==> config.mk <==
export PLATFORM = sky130hd
export DESIGN_NAME = uart_tx_feeder_flat
export DESIGN_NICKNAME = d
export VERILOG_FILES = /design/src/rtl/uart_tx_feeder_if.sv /design/src/rtl/uart_tx_feeder.sv /design/src/flat_wrapper.sv
export SDC_FILE = /design/constraint.sdc
export NUM_CORES = 1
export LEC_CHECK = 0
export ABC_AREA = 1
export CAP_MARGIN = 25
export CORE_UTILIZATION = 52
export CTS_BUF_LIST = sky130_fd_sc_hd__clkbuf_2 sky130_fd_sc_hd__clkbuf_4 sky130_fd_sc_hd__clkbuf_8
export CTS_CLUSTER_SIZE = 16
export DETAILED_ROUTE_END_ITERATION = 16
export HOLD_SLACK_MARGIN = 0.05
export PLACE_DENSITY = 0.76
export RECOVER_POWER = 100
export SLEW_MARGIN = 20
export SYNTH_ARGS = -nofsm -noshare
export SYNTH_HDL_FRONTEND = slang
export SYNTH_SLANG_ARGS = --single-unit
==> constraint.sdc <==
create_clock -name clk -period 4.8 [get_ports clk]
set_input_delay 0.96 -clock clk [delete_from_list [all_inputs] [get_ports clk]]
set_output_delay 0.96 -clock clk [all_outputs]
set_load 0.05 [all_outputs]
==> src/rtl/uart_tx_feeder_if.sv <==
// ---------------------------------------------------------------------------
// uart_tx_feeder_if
//   Bundles the producer-side push port and the transmitter-side issue port
//   of uart_tx_feeder.
//
//   master : the environment. It drives wr_en, wr_data and tx_busy (and
//            ovf_clr), and observes the FIFO status and the issue outputs.
//   slave  : the feeder itself.
//
//   Signals
//     wr_en, wr_data[7:0]  push request and byte
//     full, empty          FIFO status, decoded from the registered count
//     count[AW:0]          occupancy, 0..DEPTH
//     tx_busy              busy flag from the transmitter
//     tx_start, tx_data    registered start pulse and byte to the transmitter
//     ovf, ovf_clr         sticky overflow flag and its clear; these exist only
//                          when UART_TX_FEEDER_OVF_FLAG_EN is defined
// ---------------------------------------------------------------------------
`timescale 1ns/1ps

interface uart_tx_feeder_if #(
    parameter int DEPTH = 16
);
    localparam int AW = $clog2(DEPTH);

    logic          wr_en;
    logic [7:0]    wr_data;
    logic          full;
    logic          empty;
    logic [AW:0]   count;
    logic          tx_busy;
    logic          tx_start;
    logic [7:0]    tx_data;
`ifdef UART_TX_FEEDER_OVF_FLAG_EN
    logic          ovf;
    logic          ovf_clr;

    modport master (
        output wr_en, wr_data, tx_busy, ovf_clr,
        input  full, empty, count, tx_start, tx_data, ovf
    );

    modport slave (
        input  wr_en, wr_data, tx_busy, ovf_clr,
        output full, empty, count, tx_start, tx_data, ovf
    );
`else
    modport master (
        output wr_en, wr_data, tx_busy,
        input  full, empty, count, tx_start, tx_data
    );

    modport slave (
        input  wr_en, wr_data, tx_busy,
        output full, empty, count, tx_start, tx_data
    );
`endif

endinterface

==> src/rtl/uart_tx_feeder.sv <==
// ---------------------------------------------------------------------------
// uart_tx_feeder
//   Byte FIFO and issue controller sitting directly in front of the UART
//   transmitter. Producers push bytes at any rate; the feeder hands one byte
//   at a time to the transmitter with a registered one-cycle tx_start pulse,
//   then waits for tx_busy to rise and fall before issuing the next byte.
//
//   Parameters
//     DEPTH  FIFO entries; must be a power of 2 and >= 2 (pointers wrap
//            naturally at AW bits).
//
//   Ports
//     clk    system clock
//     rst    asynchronous, active-high reset
//     bus    uart_tx_feeder_if.slave: push port, FIFO status, issue port
//
//   Build option
//     UART_TX_FEEDER_OVF_FLAG_EN  adds the sticky overflow flag bus.ovf,
//     set by any push attempted while full and cleared by rst or
//     bus.ovf_clr (clear wins). Without it overflows are silently dropped.
// ---------------------------------------------------------------------------
`timescale 1ns/1ps

module uart_tx_feeder #(
    parameter int DEPTH = 16
) (
    input  logic              clk,
    input  logic              rst,
    uart_tx_feeder_if.slave   bus
);

    localparam int AW = $clog2(DEPTH);

    localparam logic [AW:0]   CNT_ONE  = (AW + 1)'(1);
    localparam logic [AW:0]   CNT_FULL = (AW + 1)'(DEPTH);
    localparam logic [AW-1:0] PTR_ONE  = AW'(1);

    typedef enum logic [1:0] {
        IDLE,
        START,
        WAIT_BUSY,
        WAIT_DONE
    } state_e;

    state_e        state_q,    state_d;
    logic [AW-1:0] wr_ptr_q,   wr_ptr_d;
    logic [AW-1:0] rd_ptr_q,   rd_ptr_d;
    logic [AW:0]   count_q,    count_d;
    logic          tx_start_q, tx_start_d;
    logic [7:0]    tx_data_q,  tx_data_d;
    logic [7:0]    mem_q [DEPTH];

    logic          full;
    logic          empty;
    logic          push;
    logic          pop;

    // Status flags are pure decodes of the registered occupancy.
    assign full  = (count_q == CNT_FULL);
    assign empty = (count_q == '0);

    // NOTE: every signal written here gets a default first, so no path
    // leaves it unassigned and no latch is inferred.
    always_comb begin
        state_d    = state_q;
        wr_ptr_d   = wr_ptr_q;
        rd_ptr_d   = rd_ptr_q;
        count_d    = count_q;
        tx_start_d = 1'b0;
        tx_data_d  = tx_data_q;
        pop        = 1'b0;

        // A push while full is dropped even if a pop happens on the same
        // edge, because full comes from the registered count.
        push = bus.wr_en && !full;

        case (state_q)
            IDLE: begin
                if (!empty && !bus.tx_busy) begin
                    pop        = 1'b1;
                    tx_start_d = 1'b1;
                    tx_data_d  = mem_q[rd_ptr_q];
                    rd_ptr_d   = rd_ptr_q + PTR_ONE;
                    state_d    = START;
                end
            end
            START: begin
                state_d = WAIT_BUSY;
            end
            WAIT_BUSY: begin
                if (bus.tx_busy) begin
                    state_d = WAIT_DONE;
                end
            end
            WAIT_DONE: begin
                if (!bus.tx_busy) begin
                    state_d = IDLE;
                end
            end
            default: begin
                state_d = IDLE;
            end
        endcase

        if (push) begin
            wr_ptr_d = wr_ptr_q + PTR_ONE;
        end

        case ({push, pop})
            2'b10:   count_d = count_q + CNT_ONE;
            2'b01:   count_d = count_q - CNT_ONE;
            default: count_d = count_q;
        endcase
    end

    // NOTE: sequential state uses non-blocking assignments so every flop
    // samples the pre-edge values regardless of statement order.
    always_ff @(posedge clk or posedge rst) begin
        if (rst) begin
            state_q    <= IDLE;
            wr_ptr_q   <= '0;
            rd_ptr_q   <= '0;
            count_q    <= '0;
            tx_start_q <= 1'b0;
            tx_data_q  <= 8'h00;
        end else begin
            state_q    <= state_d;
            wr_ptr_q   <= wr_ptr_d;
            rd_ptr_q   <= rd_ptr_d;
            count_q    <= count_d;
            tx_start_q <= tx_start_d;
            tx_data_q  <= tx_data_d;
        end
    end

    // NOTE: the storage array has no reset; entries are only read after
    // being written, and leaving it unreset lets it map onto RAM.
    always_ff @(posedge clk) begin
        if (push) begin
            mem_q[wr_ptr_q] <= bus.wr_data;
        end
    end

`ifdef UART_TX_FEEDER_OVF_FLAG_EN
    logic ovf_q, ovf_d;

    always_comb begin
        ovf_d = ovf_q;
        if (bus.ovf_clr) begin
            ovf_d = 1'b0;
        end else if (bus.wr_en && full) begin
            ovf_d = 1'b1;
        end
    end

    always_ff @(posedge clk or posedge rst) begin
        if (rst) begin
            ovf_q <= 1'b0;
        end else begin
            ovf_q <= ovf_d;
        end
    end

    assign bus.ovf = ovf_q;
`endif

    assign bus.full     = full;
    assign bus.empty    = empty;
    assign bus.count    = count_q;
    assign bus.tx_start = tx_start_q;
    assign bus.tx_data  = tx_data_q;

endmodule

==> src/flat_wrapper.sv <==
// flat-port wrapper written by rule: the top's interface ports become plain ports
module uart_tx_feeder_flat 
#(
    parameter int DEPTH = 16
)
  (clk, rst, bus_wr_en, bus_wr_data, bus_tx_busy, bus_full, bus_empty, bus_count, bus_tx_start, bus_tx_data);
  uart_tx_feeder_if #(.DEPTH(DEPTH)) bus_i ();
  input  logic clk;
  input  logic rst;
  input wire logic [$bits(bus_i.wr_en)-1:0] bus_wr_en;
  input wire logic [$bits(bus_i.wr_data)-1:0] bus_wr_data;
  input wire logic [$bits(bus_i.tx_busy)-1:0] bus_tx_busy;
  output wire logic [$bits(bus_i.full)-1:0] bus_full;
  output wire logic [$bits(bus_i.empty)-1:0] bus_empty;
  output wire logic [$bits(bus_i.count)-1:0] bus_count;
  output wire logic [$bits(bus_i.tx_start)-1:0] bus_tx_start;
  output wire logic [$bits(bus_i.tx_data)-1:0] bus_tx_data;
  assign bus_i.wr_en = bus_wr_en;
  assign bus_i.wr_data = bus_wr_data;
  assign bus_i.tx_busy = bus_tx_busy;
  assign bus_full = bus_i.full;
  assign bus_empty = bus_i.empty;
  assign bus_count = bus_i.count;
  assign bus_tx_start = bus_i.tx_start;
  assign bus_tx_data = bus_i.tx_data;
  uart_tx_feeder #(.DEPTH(DEPTH)) u_core (.clk(clk), .rst(rst), .bus(bus_i));
endmodule
# Yosys cells after proc, flatten, opt, wreduce, memory -nomap -nowiden

Memory sizes are Yosys's and may differ from the RTL's. A register that Yosys moved wholly into a read port is not among the register bits.
Index checks and enable logic that the tools add are counted.

Reductions and logical operators: 10
Equal/unequal tests: 9
Muxes and demuxes: 9
Add/subtract/negate cells: 4

Operators by type and width:

| operator                                                                 | number |
|---|---|
| 5-bit case mux with 2 select lines                                       | 1 |
| 4-bit by 1-bit adder with 4-bit output (second input constant)           | 2 |
| 2-bit case mux with 4 select lines                                       | 1 |
| 2-bit equality test (second input constant)                              | 3 |
| 2-bit 2-to-1 mux                                                         | 3 |
| 5-bit by 1-bit adder with 5-bit output (second input constant)           | 1 |
| 5-bit equality test (second input constant)                              | 1 |
| 5-bit logical NOT                                                        | 1 |
| 5-bit by 1-bit subtractor with 5-bit output (second input constant)      | 1 |
| 2-bit by 1-bit equality test with 1-bit output (second input constant)   | 2 |
| 1-bit 2-to-1 mux                                                         | 4 |
| 2-bit inequality test (second input constant)                            | 2 |
| 1-bit logical NOT                                                        | 3 |
| 3-bit AND reduction                                                      | 1 |
| 1-bit logical AND                                                        | 2 |
| 2-bit logical NOT                                                        | 1 |
| 2-bit by 1-bit inequality test with 1-bit output (second input constant) | 1 |
| 2-bit AND reduction                                                      | 1 |
| 2-bit nonzero test                                                       | 1 |

Flip-flop bits (word level): 16
Output and inout bits: 16
Memory bits (writable): 128
Logic and storage cells: 38
Memories: 1

Memories:

| name         | depth | width | read ports | clocked after Yosys merged registers in | write ports | RTL line             | source |
|---|---|---|---|---|---|---|---|
| u_core.mem_q | 16    | 8     | 1          | 1                                       | 1           | uart_tx_feeder.sv:51 | `logic [7:0] mem_q [DEPTH];` |

# Longest topological paths before layout

Gate-level depths: netlist of run 1.

Depth in word-level cells: 7
Gate-level depth with buffers: 15
Gate-level depth less buffers: 14

# Least setup slack after synthesis of run 1

Ideal clock, no wire load.

Path type: input to register
Start point: input port bus_tx_busy
End point: register u_core.count_q[4], in the netlist u_core.bus.count[4]
Path slack: 2.242 ns
Path buffers: 1
Data arrival time: 2.492 ns
Required time: 4.734 ns
Stages on the path: 14
Cells stage by stage: inv_1 -> nand3_4 -> inv_2 -> buf_6 -> ha_1 -> xor2_1 -> ha_1 -> inv_1 -> nand2_1 -> nand3_1 -> nand2_1 -> xor2_1 -> nand2_1 -> nand2_1

Cells in the longest elaborated chain, start to end: 6
Elaborated cells between the ends (all ways): 8
Those cells by class: 2 x eq/ne; 3 x mux; 3 x reduce/logical

Ends and longest elaborated chain:

| element                                                                               | RTL line              | source |
|---|---|---|
| from (decl)                                                                           | flat_wrapper.sv:12    | `input wire logic [$bits(bus_i.tx_busy)-1:0] bus_tx_busy;` |
| 1-bit logical NOT *                                                                   | uart_tx_feeder.sv:79  | `if (!empty && !bus.tx_busy) begin` |
| 1-bit logical AND *                                                                   | uart_tx_feeder.sv:79  |  |
| 1-bit 2-to-1 mux *                                                                    | uart_tx_feeder.sv:79  |  |
| 1-bit 2-to-1 mux *                                                                    | uart_tx_feeder.sv:77  | `case (state_q)` |
| via u_core.pop                                                                        | uart_tx_feeder.sv:56  | `logic pop;` |
| 2-bit by 1-bit equality test with 1-bit output or 2-bit equality test (tied branches) | uart_tx_feeder.sv:109 | `case ({push, pop})` |
| 5-bit case mux with 2 select lines or 2-bit nonzero test (tied branches)              | --                    |  |
| to (signal assigned)                                                                  | uart_tx_feeder.sv:130 | `count_q <= count_d;` |
| to (decl)                                                                             | uart_tx_feeder.sv:48  | `logic [AW:0] count_q, count_d;` |

The timed path passes the listed nets; every way through them passes the cells marked *.
A chain may end at the register's enable or synchronous reset.

==> flow_summary.yaml, run 1 <==
place:
  placed_cell_area_sq_um: 7210
  routabilityCongestion: 0.901
  post-dp-hpwl_um: 9780
  portBuffers: 27
  dp_slack_ns: 1.62
  place_inst: 860
status:
  status: "finished, final reports clean"
cells_and_area:
  area_growth_syn_to_layout_pct: 10.2
  final_area_sq_um: 7620
  nets: 737
  stdcell_count: 897
  nFillCells: 1028
  antenna_cells: 0
  layout.area.seq_sq_um: 4450
  multi_input_area_sq_um: 1780
  drive_above_1_share: 0.0552
global_routing:
  grt_pass1_vias: 4664
  globalRouteOverflowTotal: 0
  grt_max_degree: 67
  grt_usage: 0.237
  grt_antenna_before_repair: 0
  grt_pass1_wl_um: 24200
clock_tree:
  cts_buffer_depth: 2
  clock_latency_ns: 0.45
  post_cts_resize_count: 0
  cts_sinks: 152
  cts_tree: "built"
  post_cts_buffers: 0
  cts_root_buf: "clkbuf_8"
  cts_buffers: 17
  ctsHoldBuffers: 0
  cts_max_level: 4
  clk_pin_slew_ns: 0.07
yosys:
  ys_types: 25
  netlist_instances: 686
  synthesis.nets: 711
  yosys_warnings: 0
  synthesis.area_sq_um: 6920
  ys_ff_latch: 152
  syn_avg_cell_area_sq_um: 10.1
  yosysSeqAreaShare: 0.643
timing:
  fin_worst_skew_ns: 0.0113
  post-route-period-util: 0.726
  tns_ns: 0
  fin_crit_ns: 3.48
  hold-worst-slack_ns: 0.489
  setup_slack_ns: 1.32
  max_clock_freq_mhz: 287
  rsz0062_at_grt: "false"
  relSlewSlack: 0.136
  slew_violations: 0
  worst_pin_slew_ns: 1.30
  hold_violations: 0
  setup_viol: 0
detailed_routing:
  num_vias: 4737
  drtIter0Drc: 414
  wl_um: 15300
  dr.pass1.iters: 5
  wire_per_inst_um: 17.0
  vias_per_cell: 5.28
  postRouteAntennaNets: 0
  drc: 0
min_path:
  min-delay-start: "u_core.bus.tx_data[6]"
  hp-class: "register to register"
die:
  start_util: 0.541
  rows: 41
  io_pins: 28
  die_x_um: 117
  die_y_um: 117
  dieArea_sq_um: 13800
  core_sq_um: 12800
worst_setup_path:
  crit_type: "register to register"
  crit_fanout: 66
  cp-end-kind: "register"
  r2r_start: "u_core.rd_ptr_q[0]"
  worst_setup_path_start_kind: "register"
  arrival_ns: 3.82
  cp-startpoint: "u_core.rd_ptr_q[0]"
  crit_required_ns: 5.14
job:
  cap_violations: 0
power_and_ir_drop:
  ir_worst_vdd_uv: 264
  leakagePower_nw: 3.40
  powerDensity_nw_per_um2: 589
## state kept, by name (all words and copies together) (netlist names)
register / flops
u_core.bus.count: 5
u_core.bus.tx_data: 8
u_core.bus.tx_start: 1
u_core.mem_q: 128
u_core.rd_ptr_q: 4
u_core.state_q: 2
u_core.wr_ptr_q: 4
## synth_stat cells
library cell	instances	area, sq um
buf_4	2	15.0
nand3_4	1	17.5
nand2_1	222	833
nand4_1	1	6.26
nand3_1	102	510
nor2_2	1	6.26
xor2_1	9	78.8
nor2_1	5	18.8
nand4_2	1	12.5
ha_1	13	163
o21bai_1	1	7.51
buf_6	11	124
nor3_1	13	65.1
inv_1	118	443
a21boi_0	1	7.51
a21oi_1	1	5.00
buf_2	14	70.1
inv_2	6	22.5
o21ai_0	7	35.0
xnor2_1	1	8.76
edfxtp_1	128	3840
dfrtp_1	24	601
nand2_2	2	12.5
clkinv_1	1	3.75
o21ai_1	1	5.00
## path summary, 6_finish.rpt
check                                   endpoint  slack (ns)  cells after the start
setup reg to reg           u_core.bus.tx_data[4]        1.32                     10
min in group asynchronous  u_core.bus.tx_data[2]        0.86                      2
setup / recovery           u_core.bus.tx_data[4]        1.32                     10
hold / removal             u_core.bus.tx_data[6]        0.49                      2
hold reg to reg            u_core.bus.tx_data[6]        0.49                      2
max in group asynchronous     u_core.rd_ptr_q[3]        2.69                      3
## worst max-delay path, cell delays in order (launching register included)
cell	delay (ns)
dfrtp_2	0.34
clkbuf_2	0.94
clkinv_2	1.13
nand2_1	0.31
nand2_1	0.08
nand2_1	0.06
nand3_1	0.13
nand3_1	0.15
nand2_1	0.08
nand2_1	0.06
nand2_1	0.05
## kinds of logic (layout without fill, tap and decap cells)
kind of cell,Yosys count,count (layout),share of synthesized area
AO/OA/AOI/OAI,11,11,0.00868
XOR/XNOR,10,10,0.0127
adder cells (fa/ha/maj),13,13,0.0235
buffers and inverters,152,191,0.0981
flip-flops,152,152,0.643
AND/OR/NAND/NOR,348,348,0.214
## routing by layer
metal / up-vias / part of all wire / wire, um / global-route usage
met5: - / 0 / 0 / 0
met4: 0 / 0.031 / 475 / 0.122
met3: 39 / 0.071 / 1080 / 0.0462
met2: 192 / 0.47 / 7210 / 0.368
met1: 2263 / 0.43 / 6500 / 0.318
li1: 2243 / - / - / -
## placed cells by master, fill, tap and decap left out, types with 2 or more instances in the layout
master / netlist / routed
nand2_1: 222 / 224
nor3_1: 13 / 13
nand3_1: 102 / 103
nor2_1: 5 / 5
inv_1: 118 / 119
ha_1: 13 / 13
inv_2: 6 / 3
dfrtp_1: 24 / 23
clkbuf_1: 0 / 5
clkinv_1: 1 / 3
edfxtp_1: 128 / 128
xor2_1: 9 / 9
o21ai_0: 7 / 7
clkbuf_8: 0 / 21
bufinv_16: 0 / 2
clkinv_2: 0 / 3
dlygate4sd3_1: 0 / 27
clkbuf_4: 0 / 4
## cell type report
class / count / share of cell area
Sequential cell: 152 / 0.584
Multi-Input combinational cell: 382 / 0.233
Inverter: 125 / 0.0618
Clock buffer: 25 / 0.0419
Timing Repair Buffer: 34 / 0.0396
Tap cell: 172 / 0.0283
Clock inverter: 7 / 0.0118
## metrics by stage
step | total power, W | util
6_report | 0.00449 | 0.596
5_1_grt | 0.00476 | 0.596
4_1_cts | 0.00451 | 0.596
3_5_place_dp | 0.00354 | 0.564
3_3_place_gp | 0.00350 | 0.564
2_1_floorplan | 0.00311 | -
## power by group
part | switching (W) | leakage, nW | internal, W
combinational | 0.00123 | 1.74 | 0.000496
sequential | 0.000133 | 1.45 | 0.00164
clock | 0.000449 | 0.212 | 0.000539
total | 0.00181 | 3.40 | 0.00267
Power figures use the tool's default switching activity.
==> run 2, diff against run 1 <==
--- a/config.mk
+++ b/config.mk
@@ -12,7 +12,7 @@
 export CTS_CLUSTER_SIZE = 16
 export DETAILED_ROUTE_END_ITERATION = 16
 export HOLD_SLACK_MARGIN = 0.05
-export PLACE_DENSITY = 0.76
+export PLACE_DENSITY = 0.79
 export RECOVER_POWER = 100
 export SLEW_MARGIN = 20
 export SYNTH_ARGS = -nofsm -noshare
==> constraint.sdc (replaced) <==
create_clock -name clk -period 2.87 [get_ports clk]
set_input_delay 0.574 -clock clk [delete_from_list [all_inputs] [get_ports clk]]
set_output_delay 0.574 -clock clk [all_outputs]
set_load 0.05 [all_outputs]
==> run 2 against run 1 <==
Against the previous run:
- hold slack better by 0.0030 ns
- final cell count is 1.4% higher
- critical path depth is 6 lower
- power is 68% higher
- register-to-register slack worse by 0.94 ns
- sequential power is 68% higher
- setup slack worse by 1.2 ns
==> flow_summary.yaml, run 2 (synthesis gave the netlist of run 1 again) <==
clock_tree:
  cts_max_level: 4
  ctsHoldBuffers: 0
  cts_buffer_depth: 2
  cts_sinks: 152
  cts_buffers: 17
  clk_pin_slew_ns: 0.08
  post_cts_buffers: 0
  cts_root_buf: "clkbuf_8"
  cts_tree: "built"
  clock_latency_ns: 0.45
  post_cts_resize_count: 0
min_path:
  hold_depth: 2
  hp-class: "register to register"
die:
  dieArea_sq_um: 13800
  core_sq_um: 12800
  die_x_um: 117
  io_pins: 28
  die_y_um: 117
  start_util: 0.541
  rows: 41
timing:
  hold_violations: 0
  post-route-period-util: 0.956
  fin_crit_ns: 2.74
  relSlewSlack: 0.447
  rsz0062_at_grt: "false"
  max_clock_freq_mhz: 364
  worst_pin_slew_ns: 0.827
  tns_ns: 0
  setup_viol: 0
  fin_worst_skew_ns: 0.00777
  slew_violations: 0
job:
  cap_violations: 0
worst_setup_path:
  rr_worst_depth: 8
  crit_required_ns: 2.30
  worst_setup_path_start_kind: "register"
  crit_type: "register to primary output"
  crit_fanout: 5
  cp-end-kind: "primary output"
  arrival_ns: 2.17
cells_and_area:
  antenna_cells: 0
  final_common_cell: "nand2_1"
  largest_reg_flops: 128
  nets: 752
  top_register: "u_core.mem_q"
  area_growth_syn_to_layout_pct: 11.1
  layout_common_cells: "nand2_1, edfxtp_1, inv_1"
  nFillCells: 1017
  drive_above_1_share: 0.0569
global_routing:
  use_met2: 0.395
  grt_pass1_vias: 4765
  met1_usage: 0.273
  grt_use_met3: 0.0530
  globalRouteOverflowTotal: 0
  grt_pass1_wl_um: 23900
  top_usage_layer: "met2"
  grt_max_degree: 66
  grt_antenna_before_repair: 0
  grt_usage: 0.230
power_and_ir_drop:
  seq_power_share: 0.395
  power_frac_clock: 0.216
  combPwrFrac: 0.390
  finalPower_w: 0.00752
  powerDensity_nw_per_um2: 979
  swShare: 0.409
  leakagePower_nw: 3.42
  ir_worst_vdd_uv: 471
  switchingPower_w: 0.00308
  p_int_w: 0.00444
detailed_routing:
  num_vias: 4781
  wire_per_inst_um: 16.2
  vias_per_cell: 5.25
  dr.pass1.iters: 5
  drtIter0Drc: 417
  drc: 0
  wl_um: 14800
  postRouteAntennaNets: 0
status:
  status: "finished, final reports clean"
place:
  routabilityCongestion: 0.865
  portBuffers: 27
  post-dp-hpwl_um: 9610
## run 2: cell count changes in the layout (fill, tap and decap cells not counted), sizes merged
cell	before	now
clkbuf	31	36
buf	1	4
clkdlybuf4s50	0	4
bufinv	2	3
clkinv	6	8
clkinvlp	1	2
inv	123	124
dlygate4sd3	27	23
## run 2: worst paths after layout
check | slack, ns | startpoint | to
min in group asynchronous | 0.59 | rst | u_core.state_q[1]
worst max-delay path | 0.13 | u_core.bus.count[0] | bus_empty
max in group asynchronous | 1.26 | rst | u_core.rd_ptr_q[0]
worst min register to register | 0.49 | u_core.bus.tx_data[2] | u_core.bus.tx_data[2]
worst max register to register | 0.38 | u_core.bus.count[0] | u_core.mem_q[11][4]
worst min-delay path | 0.49 | u_core.bus.tx_data[2] | u_core.bus.tx_data[2]
## run 2: cell type report
type	count	area [sq um]	area share
Clock buffer	18	241	0.0314
Clock inverter	12	155	0.0202
Inverter	125	469	0.0611
Multi-Input combinational cell	382	1790	0.233
Sequential cell	152	4450	0.579
Tap cell	172	215	0.0280
Timing Repair Buffer	49	369	0.0480
## run 2: stage by stage
step	cells	hold WS, ns	instance area (sq um)	utilization	setup slack, ns
after floorplan	686	0.481	6920	-	0.417
after global placement	880	0.475	7360	0.576	0.303
after detailed placement	880	0.479	7360	0.576	0.175
after CTS	910	0.464	7750	0.607	0.149
after global routing	910	0.510	7680	0.602	0.0621
final	910	0.492	7680	0.602	0.125
## run 2: metal layers
metal / up-vias / wire (um)
li1: 2277 / -
met1: 2292 / 5800
met2: 181 / 7570
met3: 31 / 1000
met4: 0 / 395
met5: - / 0
## run 2: critical path, cell delays in order, from the launching register on
cell,delay [ns]
dfrtp_1,0.45
nor2_1,0.21
nand4_2,0.18
inv_1,0.09
clkdlybuf4s50_1,0.80
## run 2: power by group through the flow
stage | Clock [W] | Sequential [W] | Combinational, W
final | 0.00162 | 0.00297 | 0.00293
after global placement | 0 | 0.00300 | 0.00284
after detailed placement | 0 | 0.00302 | 0.00296
after floorplan | 0 | 0.00323 | 0.00198
after CTS | 0.00164 | 0.00297 | 0.00299
after global routing | 0.00173 | 0.00300 | 0.00322
